File: src/rtl/hazard_stall_ctrl.sv
`timescale 1ns/1ps
// hazard_stall_ctrl
// Stall/bubble controller for the five-stage pipeline.
// - Register hazards: Tuse/Tnew comparison of the D operands against the
//   pending writes in E and M.
// - MDU hazards: a busy sequencer covers the multi-cycle mult/div unit.
// Optional feature macro: MDU_STALL_EN.
// - Defined: the busy sequencer and stall_md are built.
// - Undefined: busy is tied low, and start_E, div_E and md_D are ignored.
module hazard_stall_ctrl #(
   parameter int MULT_CYCLES = 5,
   parameter int DIV_CYCLES  = 10
) (
   input  logic       clk,
   input  logic       reset,
   input  logic [4:0] rs_D,
   input  logic [4:0] rt_D,
   input  logic [1:0] tuse_rs_D,
   input  logic [1:0] tuse_rt_D,
   input  logic       md_D,
   input  logic [4:0] A3_E,
   input  logic [1:0] tnew_E,
   input  logic [4:0] A3_M,
   input  logic [1:0] tnew_M,
   input  logic       start_E,
   input  logic       div_E,
   output logic       stall,
   output logic       PC_WE,
   output logic       FD_WE,
   output logic       DE_clr,
   output logic       busy
);

   logic stall_rs;
   logic stall_rt;
   logic stall_md;

   // Register dependencies that forwarding cannot cover. Register 0 never stalls.
   always_comb begin
      stall_rs = (rs_D != 5'd0) &
                 (((rs_D == A3_E) & (tnew_E > tuse_rs_D)) |
                  ((rs_D == A3_M) & (tnew_M > tuse_rs_D)));
      stall_rt = (rt_D != 5'd0) &
                 (((rt_D == A3_E) & (tnew_E > tuse_rt_D)) |
                  ((rt_D == A3_M) & (tnew_M > tuse_rt_D)));
   end

`ifdef MDU_STALL_EN
   typedef enum logic {IDLE, BUSY} state_t;

   state_t     state_q, state_d;
   logic [3:0] cnt_q, cnt_d;

   // Sequencer registers. Reset is asynchronous, so a reset in the middle of
   // an operation drops busy at once.
   always_ff @(posedge clk or posedge reset) begin
      if (reset) begin
         state_q <= IDLE;
         cnt_q   <= 4'd0;
      end else begin
         state_q <= state_d;
         cnt_q   <= cnt_d;
      end
   end

   // Next-state logic. The issue cycle itself counts as busy, so only
   // CYCLES-1 cycles are loaded. A start seen while BUSY is ignored.
   always_comb begin
      state_d = state_q;
      cnt_d   = cnt_q;
      case (state_q)
         IDLE: begin
            if (start_E) begin
               cnt_d   = div_E ? 4'(DIV_CYCLES - 1) : 4'(MULT_CYCLES - 1);
               state_d = BUSY;
            end
         end
         BUSY: begin
            if (cnt_q > 4'd1) begin
               cnt_d = cnt_q - 4'd1;
            end else begin
               cnt_d   = 4'd0;
               state_d = IDLE;
            end
         end
         default: begin
            state_d = IDLE;
            cnt_d   = 4'd0;
         end
      endcase
   end

   // busy covers the issue cycle plus the BUSY state. It is forced low
   // while reset is held.
   always_comb begin
      busy     = ~reset & ((state_q == BUSY) | start_E);
      stall_md = md_D & busy;
   end
`else
   // No MDU tracking. The sequencer inputs are collected here only so that
   // they are not left dangling.
   logic unused_mdu;
   always_comb begin
      unused_mdu = ^{clk, reset, start_E, div_E, md_D};
      busy       = 1'b0;
      stall_md   = 1'b0;
   end
`endif

   // Combine the stall sources. Freeze PC and F/D, and bubble D/E, all in the
   // same cycle.
   always_comb begin
      stall  = stall_rs | stall_rt | stall_md;
      PC_WE  = ~stall;
      FD_WE  = ~stall;
      DE_clr = stall;
   end

endmodule

File: config.mk
export PLATFORM = sky130hd
export DESIGN_NAME = hazard_stall_ctrl
export DESIGN_NICKNAME = d
export VERILOG_FILES = /design/src/rtl/hazard_stall_ctrl.sv
export SDC_FILE = /design/constraint.sdc
export NUM_CORES = 1
export LEC_CHECK = 0
export BUFFER_PORTS_ARGS = -buffer_cell sky130_fd_sc_hd__buf_4
export CAP_MARGIN = 20
export CORE_AREA = 3 3 40 42
export DETAILED_ROUTE_END_ITERATION = 16
export DIE_AREA = 0 0 43 45
export PLACE_DENSITY = 0.77
export SLEW_MARGIN = 0
export SYNTH_ARGS = -nofsm -noshare
export SYNTH_HDL_FRONTEND = slang
export SYNTH_SLANG_ARGS = --single-unit
File: constraint.sdc
create_clock -name vclk -period 1.35
set_clock_uncertainty 0.15 [all_clocks]
set_input_delay 0.0675 -clock vclk [all_inputs]
set_output_delay 0.0675 -clock vclk [all_outputs]
set_load 0.005 [all_outputs]
==> metrics.md <==
| Metric | Value |
|---|---|
| Status | `complete, but fails checks` |
| Failing checks | `negative setup slack` |
| Site Rows | `13` |
| Clock share of power | `0%` |
| I/O pin count | `38` |
| Static Leak | `0.3765 nW` |
| HP Class | `in -> out` |
| Tot GR Track Use | `16.00%` |
| Post-synthesis simple-gate area fraction | `12.60%` |
| Global Route met2 Usage | `34.73%` |
| Critical Path Start Type | `input pin` |
| Slowest CP cell | `a2111oi_2` |
| Die Y | `45 um` |
| RSZ-0062 raised after global routing | `true` |
| Mux cell area share after synthesis | `0%` |
| Internal Power | `159.6 uW` |
| Layout cell share with drive strength beyond 1 | `57.45%` |
| Setup Buffers After CTS | `0` |
| Post-layout nets | `137` |
| GR Util met1 | `17.86%` |
| Complex-gate fraction of the synthesized area | `17.85%` |
| Period utilization | `112.8%` |
| Final setup viols | `4` |
| Routed Antenna Nets | `0` |
| XOR/XNOR Fraction of Synth Area | `36.75%` |
| Largest family of logic cells by synthesized area | `XOR/XNOR gates` |
| Worst Path Required | `1.13 ns` |
| Sw Pwr | `126.9 uW` |
| Mapped Nets | `102` |
| Placed standard-cell area | `815.8 um2` |
| Fmax | `656.6 MHz` |
| Clkbuf count | `0` |
| Die W | `43 um` |
| Startpoint of the worst hold path | `rs_D[0]` |
| Top cells by area, synth | `ha_1 21%, xor2_1 20%, xnor2_1 17%` |
| Maximum vdd ir drop | `143.7 uV` |
| WL per Instance | `13.63 um` |
| Crit-path max FO | `2` |
| First-pass GRT wire length | `2.408 mm` |
| Setup CP Type | `in -> out` |
| Placed insts | `109` |
| Final GP Congestion | `0.8112` |
| Hold Slack | `0.4030 ns` |
| Core ar. | `0.001285 mm2` |
| DP Wirelength | `1.355 mm` |
| Initial antenna violation count | `0` |
| Power Dens Cells | `322.9 mW/mm2` |
| Vias in the first global route | `567` |
| Largest area contributor in the netlist | `ha_1` |
| Crit path top cell by count | `buf_4` |
| Non-Filler Instances | `109` |
| Fill cell count | `103` |
| CP startpoint | `tuse_rs_D[1]` |
| Minimum clock period | `1.523 ns` |
| Final worst slack | `-0.1730 ns` |
| Adder-cell share of the synthesized area | `21.00%` |
| Hold depth | `4` |
| Pre-Repair DR Iteration Count | `2` |
| Top Usage Layer GRT | `met2` |
| FF/Latch Area | `0 um2` |
| Syn_area_per_cell | `7.815 um2` |
| Synth Warn # | `0` |
| Part of the power in registers | `0%` |
| Final WL | `1.486 mm` |
| Post-route cell area | `887.1 um2` |
| Max-Cap Viols | `0` |
| Critical path's largest stage delay | `0.40 ns` |
| Die Area | `0.001935 mm2` |
| Crit. End Element | `primary output` |
| Register area share after synthesis | `0%` |
| Post-Synthesis Cells | `61` |
| I/O Buffers | `32` |
| Synth-to-Final Area Change | `86.09%` |
| Area occupied by multi-input gates | `529.3 um2` |
| Via Count | `532` |
| CP cell instances | `buf_4 > inv_2 > ha_4 > a2111oi_2 > a21oi_2 > o22a_1 > buf_4` |
| Sw frac | `44.30%` |
| Antenna diodes | `0` |
| DRC violations left | `0` |
| Combinational Power Share | `100.0%` |
| Pin count of the biggest net entering global routing | `4` |
| DRT iter0 DRCs | `1` |
| Yosys cell types | `18` |
| Synth Cell Area | `476.7 um2` |
| Via density | `4.881` |
| WP data arrival | `1.31 ns` |
| Grt met3 use | `0.7968%` |
| Initial Utilization | `37.10%` |
| Seq cells | `0` |
| Final Hold Viols | `0` |
| Total grt overflow | `0` |
| Area share of the largest cell type after synthesis | `21.00%` |
| Fin. max-slew vios | `0` |
-- cells in the mapped netlist --
master      n
ha_1        8
conb_1      1
or4_1       2
nand4_1     2
nor2_1      2
nor3_1      1
o22ai_1     1
nor4_1      2
inv_1       8
a21oi_1     5
buf_4       3
o22a_1      1
a41oi_1     1
a2111oi_0   1
xnor2_1     9
nand2_1     2
a2111oi_4   1
xor2_1     11
-- through the flow --
step	setup TNS [ns]	setup WS [ns]	total power, mW	util (%)
CTS	-0.6603	-0.2001	0.2830	67.48
floorplan	-0.05143	-0.04880	0.1372	-
detailed placement	-0.8185	-0.2353	0.2642	63.49
finish	-0.5366	-0.1730	0.2865	69.04
global placement	-0.7202	-0.2005	0.2552	63.49
global route	-0.7549	-0.2181	0.3123	69.04
-- cell families after synthesis --
kind of cell             Yosys count
other                              1
adder cells (fa/ha/maj)            8
AND/OR/NAND/NOR                   11
AO/OA/AOI/OAI                     10
buffers and inverters             11
XOR/XNOR                          20
-- critical path, delay by kind of cell --
family / cells / cell delay [ns]
compound gates: 3 / 0.71
fa+ha+maj: 1 / 0.20
buf+inv: 3 / 0.32
-- metal layers --
metal  wire, um  share of wire [%]
met1        557                 37
met2        802                 54
met3        126                8.5
met5          0                  0
met4          0                  0
-- timing repair --
action                                 in CTS  in global routing
setup endpoints to repair                   4                  4
hold buffers                                0                  0
endpoints found under the hold margin       0                  0
pin swaps                                  10                  5
gates resized for setup                    12                  5
-- path summary, 6_finish.rpt --
| path | end | slack [ns] |
|---|---|---|
| max | FD_WE | -0.17 |
| min | stall | 0.40 |
-- power groups by stage --
stage               clock network (mW)  logic [mW]  registers [mW]
detailed placement                   0       0.264               0
CTS                                  0       0.283               0
finish                               0       0.286               0
floorplan                            0       0.137               0
global route                         0       0.312               0
global placement                     0       0.255               0
-- layout make-up --
| cell class | instances | share of cell area [%] |
|---|---|---|
| tap | 15 | 2.116 |
| multi-input combinational | 50 | 59.66 |
| inverter | 8 | 4.795 |
| timing repair buffer | 36 | 33.43 |
-- layout by cell type (no fill, tap or decap), types with 2 or more instances in the layout --
| cell | Yosys | layout |
|---|---|---|
| nor4_2 | 0 | 2 |
| inv_1 | 8 | 4 |
| xnor2_1 | 9 | 9 |
| a21oi_1 | 5 | 3 |
| inv_6 | 0 | 2 |
| a21oi_2 | 0 | 2 |
| nand4_1 | 2 | 2 |
| buf_6 | 0 | 3 |
| ha_4 | 0 | 5 |
| ha_1 | 8 | 3 |
| nor2_1 | 2 | 2 |
| xor2_1 | 11 | 11 |
| buf_8 | 0 | 2 |
| or4_1 | 2 | 2 |
| buf_4 | 3 | 31 |
Power figures use the tool's default switching activity.
